<file path="src/rtl/icon_sprite.sv">
// icon_sprite: renders a SIZE x SIZE bot icon from a two-frame, two-image
// bitmap RAM, rotated in 90 degree steps according to the bot heading.
// Two-stage pipeline: window test + address transform, then RAM read.
// Optional feature macro: ICON_BLINK_EN (blinks the icon when BotInfo_reg[7]=1).
module icon_sprite #(
    parameter int ICON_BITS     = 4,
    parameter int COLOR_W       = 2,
    parameter int LOC_SHIFT     = 2,
    parameter int OFFSET_X      = 9,
    parameter int OFFSET_Y      = 4,
    parameter int ANIM_DIV_BITS = 3
) (
    input  logic                     clock,
    input  logic                     rst,
    input  logic [7:0]               LocX_reg,
    input  logic [7:0]               LocY_reg,
    input  logic [7:0]               BotInfo_reg,
    input  logic [9:0]               Pixel_row,
    input  logic [9:0]               Pixel_column,
    input  logic                     frame_tick,
    input  logic                     wr_en,
    input  logic [2*ICON_BITS+1:0]   wr_addr,
    input  logic [COLOR_W-1:0]       wr_data,
    output logic [COLOR_W-1:0]       icon,
    output logic                     icon_hit
);

    localparam int AW    = 2 * ICON_BITS + 2;
    localparam int DEPTH = 1 << AW;

    // Bitmap storage, addressed {frame, image, row, col}; never reset.
    logic [COLOR_W-1:0] mem [DEPTH];

    logic [11:0]            loc_x;
    logic [11:0]            loc_y;
    logic [11:0]            r_off;
    logic [11:0]            c_off;
    logic [ICON_BITS-1:0]   r_idx;
    logic [ICON_BITS-1:0]   c_idx;
    logic [ICON_BITS-1:0]   row_sel;
    logic [ICON_BITS-1:0]   col_sel;
    logic                   in_win;
    logic                   blank;
    logic                   unused_bits;
    logic [AW-1:0]          addr_next;
    logic [AW-1:0]          addr_reg;
    logic                   win_reg;
    logic [ANIM_DIV_BITS-1:0] anim_reg;
    logic [ANIM_DIV_BITS-1:0] anim_next;

    // Icon origin in pixel space; negative values let the icon clip off the left/top.
    assign loc_x = ({4'd0, LocX_reg} << LOC_SHIFT) - 12'(OFFSET_X);
    assign loc_y = ({4'd0, LocY_reg} << LOC_SHIFT) - 12'(OFFSET_Y);
    assign r_off = {2'd0, Pixel_row} - loc_y;
    assign c_off = {2'd0, Pixel_column} - loc_x;

    // Inside the window exactly when both offsets lie in 0..SIZE-1, i.e. all
    // bits above the icon index (including the sign) are zero.
    assign in_win = (r_off[11:ICON_BITS] == '0) && (c_off[11:ICON_BITS] == '0);
    assign r_idx  = r_off[ICON_BITS-1:0];
    assign c_idx  = c_off[ICON_BITS-1:0];

    // Heading decode: rotate the read coordinates; S-x is the bitwise inverse of x.
    always_comb begin
        row_sel = r_idx;
        col_sel = c_idx;
        case (BotInfo_reg[2:0])
            3'b110, 3'b101: begin
                row_sel = r_idx;
                col_sel = c_idx;
            end
            3'b100, 3'b011: begin
                row_sel = c_idx;
                col_sel = ~r_idx;
            end
            3'b010, 3'b001: begin
                row_sel = ~r_idx;
                col_sel = ~c_idx;
            end
            default: begin
                row_sel = ~c_idx;
                col_sel = r_idx;
            end
        endcase
    end

    // Image 1 (45 degree art) is used for every heading with bit 0 set.
    assign addr_next = {anim_reg[ANIM_DIV_BITS-1], BotInfo_reg[0], row_sel, col_sel};

    // Animation step: clearing when the bot stops takes priority over a tick.
    always_comb begin
        anim_next = anim_reg;
        if (!BotInfo_reg[3]) begin
            anim_next = '0;
        end else if (frame_tick) begin
            anim_next = anim_reg + 1'b1;
        end
    end

    // Animation counter register.
    always_ff @(posedge clock) begin
        if (!rst) begin
            anim_reg <= '0;
        end else begin
            anim_reg <= anim_next;
        end
    end

`ifdef ICON_BLINK_EN
    logic [4:0] blink_reg;

    // Free-running blink counter; upper half of its period blanks flagged bots.
    always_ff @(posedge clock) begin
        if (!rst) begin
            blink_reg <= '0;
        end else if (frame_tick) begin
            blink_reg <= blink_reg + 5'd1;
        end
    end

    assign blank       = BotInfo_reg[7] & blink_reg[4];
    assign unused_bits = ^BotInfo_reg[6:4];
`else
    assign blank       = 1'b0;
    assign unused_bits = ^BotInfo_reg[7:4];
`endif

    // Bitmap write port; writes are locked out while reset is asserted.
    always_ff @(posedge clock) begin
        if (wr_en && rst) begin
            mem[wr_addr] <= wr_data;
        end
    end

    // Stage 1: register the window flag and the rotated RAM address.
    always_ff @(posedge clock) begin
        if (!rst) begin
            win_reg  <= 1'b0;
            addr_reg <= '0;
        end else begin
            win_reg  <= in_win & ~blank;
            addr_reg <= addr_next;
        end
    end

    // Stage 2: registered RAM read, gated to zero outside the window.
    always_ff @(posedge clock) begin
        if (!rst) begin
            icon     <= '0;
            icon_hit <= 1'b0;
        end else if (win_reg) begin
            icon     <= mem[addr_reg];
            icon_hit <= |mem[addr_reg];
        end else begin
            icon     <= '0;
            icon_hit <= 1'b0;
        end
    end

endmodule

</file>
<file path="config.mk">
export PLATFORM = sky130hd
export DESIGN_NAME = icon_sprite
export DESIGN_NICKNAME = d
export VERILOG_FILES = /design/src/rtl/icon_sprite.sv
export SDC_FILE = /design/constraint.sdc
export NUM_CORES = 2
export LEC_CHECK = 0
export ABC_AREA = 1
export CAP_MARGIN = 30
export CORE_ASPECT_RATIO = 0.8
export CORE_MARGIN = 3
export CORE_UTILIZATION = 45
export CTS_CLUSTER_SIZE = 20
export DETAILED_ROUTE_END_ITERATION = 10
export GPL_TIMING_DRIVEN = 1
export SYNTH_ARGS = -nofsm -noshare
export SYNTH_HDL_FRONTEND = slang
export SYNTH_SLANG_ARGS = --single-unit
</file>
<file path="constraint.sdc">
create_clock -name clock -period 3.1 [get_ports clock]
set_clock_uncertainty 0.05 [all_clocks]
set_input_delay 0.62 -clock clock [delete_from_list [all_inputs] [get_ports clock]]
set_output_delay 0.62 -clock clock [all_outputs]
set_load 0.02 [all_outputs]
</file>
==> reports/qor.csv <==
stage,metric,value,unit
floorplan,Die Span Y,402.8,um
clocking,Root Buffer,clkbuf_16,
drt,Post-DRT Antenna Nets,0,
yosys,Synth Warn #,0,
yosys,post-synthesis mux area share,0,%
global_routing,first-pass GRT wire length,392700,um
yosys,Syn Area/Cell,10.81,um2
drt,vias,63360,
critical_path,Worst EP required,3810,ps
drt,initial DRC count,7768,
yosys,count of cell types in the netlist,34,
yosys,top_reg_cell synth,edfxtp_1,
drt,drc violations,0,
global_routing,initial antenna violation count,11,
floorplan,row count,144,
timing,Final setup viols,0,
floorplan,DIE WIDTH,501.9,um
yosys,simple-gate share of the synthesized area,25.53,%
critical_path,Slowest Stage Delay on Critical Path,540,ps
floorplan,Core Area,0.1940,mm2
timing,fin crit share,98.85,%
yosys,number of synthesized flops with an enable pin,2048,
yosys,Mapped Nets,8272,
yosys,post-synthesis compound-gate area fraction,0.2996,%
placed_design,Area after DPL,0.09473,mm2
yosys,synthesized area,0.08854,mm2
critical_path,critical path's slowest cell,dfxtp_4,
run,max-cap violations,0,
yosys,ys async rst share,0,%
critical_path,Crit path buffers/inverters,3,
finish,number of nets in the layout,8321,
floorplan,Die ar.,0.2022,mm2
finish,post-route cell area,0.1011,mm2
critical_path,Crit Path Category,flip-flop to flip-flop,
clocking,H-tree depth,4,
clocking,Skew-Pair Late Insertion Delay,840,ps
timing,Slew @ Worst Pin,872.2,ps
yosys,largest family of logic cells by synthesized area,simple AND/OR/NAND/NOR gates,
critical_path,family with the most delay on the worst path,simple AND/OR/NAND/NOR gates,
floorplan,Ports,63,
drt,TritonRoute pass-1 iters,7,
finish,layout cells sized above 1,8.847,%
finish,"most common cell after layout, fill and taps aside",nand2_1,
finish,# fillers,16980,
clocking,CTS Hold Bufs,0,
global_routing,vias in the first global route,60560,
clocking,CTS Sinks,2065,
hold_path,worst hold path class,input pin to flip-flop,
timing,fin crit period,3064,ps
yosys,post-synthesis adder-cell area fraction,0.3052,%
clocking,CTS Buf Count,202,
finish,max reg flops,2048,
finish,synth-to-layout area growth,14.22,%
global_routing,GRT Total Usage,26.01,%
placed_design,Detailed Place HPWL,155800,um
timing,slew margin rel.,41.40,%
clocking,CTS Buffer Depth,3,
finish,fin util,52.12,%
critical_path,Startpoint Class,flip-flop,
clocking,CTS tree,built,
pwr,Lkg Pwr,34.87,nW
critical_path,crit end category,flip-flop,
run_status,status,"complete, no violations",
clocking,clk slew on worst S/H paths,60,ps
finish,most frequent cells in the layout,"2123 x nand2_1, 2052 x nand3_1, 2048 x edfxtp_1, 1064 x nor2_1, 274 x buf_4",
global_routing,final global-route overflow total,0,
timing,Final Max Tran Viols,0,
yosys,Synth Instances,8191,
timing,hold violation total from the final report,0,
critical_path,crit path cell chain,clkinv_8 -> buf_12 -> nand3_1 -> nand3_1 -> nand3_1 -> nand3_1 -> nand3_1 -> nand3_1 -> nand3_1 -> nand3_1 -> nand3_1 -> nand3_1 -> buf_4 -> nand2_1,
critical_path,CP Max Fanout,21,
yosys,"flops & latches, synth",2065,
timing,setup_tns,0,ps
yosys,sequential-to-total area share from yosys stat,69.84,%
placed_design,gpl congestion,0.8495,
placed_design,# port buffers,58,
floorplan,initial core utilization,45.63,%
critical_path,WP data arrival,3770,ps
timing,RSZ-0062 raised after global routing,no,
critical_path,most frequent CP cell,nand3_1,
finish,final cell count without fillers,10970,
drt,routed wire length,265700,um
yosys,Post-Synth XOR/XNOR Area,0.2374,%
drt,WL/cell,24.22,um
placed_design,Placed Instances,10590,
global_routing,maximum number of pins on one net before global-route repair,139,
timing,Max Clock Freq,0.3263,GHz
pwr,Peak VDD IR,0.6397,mV
pwr,Power Density,610.1,mW/mm2
drt,Via-to-Cell Ratio,5.776,
clocking,postcts setup bufs,0,
==> Yosys cell counts (2+ instances only) <==
master / count / share of area (%)
buf_6: 5 / 0.064
buf_2: 248 / 1.4
or2_2: 2 / 0.014
nor3_1: 31 / 0.18
inv_2: 2 / 0.0085
nand4_1: 9 / 0.064
clkbuf_1: 245 / 1.0
a221oi_1: 6 / 0.059
edfxtp_1: 2048 / 69
a21oi_1: 17 / 0.096
o21ai_0: 9 / 0.051
or3_1: 2 / 0.014
inv_1: 71 / 0.30
clkinv_1: 3 / 0.013
nand2_1: 2146 / 9.1
dfxtp_1: 17 / 0.38
ha_1: 20 / 0.28
nand3_1: 2059 / 12
buf_1: 69 / 0.29
xor2_1: 15 / 0.15
xnor2_1: 9 / 0.089
buf_4: 78 / 0.66
nor2_1: 1064 / 4.5
o22ai_1: 6 / 0.042
==> final timing paths <==
path / from / endpoint / slack [ps] / cells after the start
hold / removal: wr_data[0] / mem[975][0] / 150 / 1
setup reg to reg: flip-flop / icon_hit / 40 / 14
hold reg to reg: anim_reg[1] / anim_reg[1] / 440 / 2
setup / recovery: flip-flop / icon_hit / 40 / 14
==> cells by family after synthesis <==
group | count (synthesis)
fa+ha+maj | 21
flops | 2065
xor+xnor | 24
simple gates | 5315
compound gates | 44
buf+inv | 722
==> timing repair <==
| action | in CTS | in global routing |
|---|---|---|
| setup endpoints to repair | 0 | 3 |
| gates resized for setup | 0 | 6 |
| endpoints found under the hold margin | 0 | 0 |
==> area by class of cell <==
| type | instances | area [um2] | area share [%] |
|---|---|---|---|
| repair buffers | 490 | 5811 | 5.745 |
| well taps | 2555 | 3197 | 3.161 |
| clock inverters | 109 | 925.9 | 0.9155 |
| clock buffers | 265 | 5440 | 5.379 |
| inverters | 77 | 331.6 | 0.3278 |
| flip-flops and latches | 2065 | 61860 | 61.16 |
| multi-input cells | 5404 | 23560 | 23.30 |
| diodes | 4 | 10.01 | 0.009897 |
==> power breakdown <==
group          internal (mW)  switching [mW]  leakage, nW  total, mW
registers               30.7          0.0561         18.5       30.7
clock network           13.6            10.5         3.09       24.0
logic                   2.13            4.79         13.2       6.92
total                   46.4            15.3         34.9       61.7
==> per-layer routing <==
metal,up-vias,track usage [%],share of wire (%)
met1,31200,37.36,42
met5,-,0,0.010
li1,28610,-,-
met2,3053,40.48,46
met4,4,7.618,3.2
met3,486,4.764,9.6
==> per-stage QoR <==
stage | setup slack, ps | hold WS (ps) | power (mW)
CTS | 46.64 | 91.53 | 61.95
detailed placement | -176.5 | 436.3 | 38.17
finish | 35.52 | 145.5 | 61.70
floorplan | 488.5 | 370.1 | 35.11
global route | 4.833 | 102.3 | 63.75
global placement | -275.7 | 419.4 | 38.09
(Power assumes the default switching activity.)
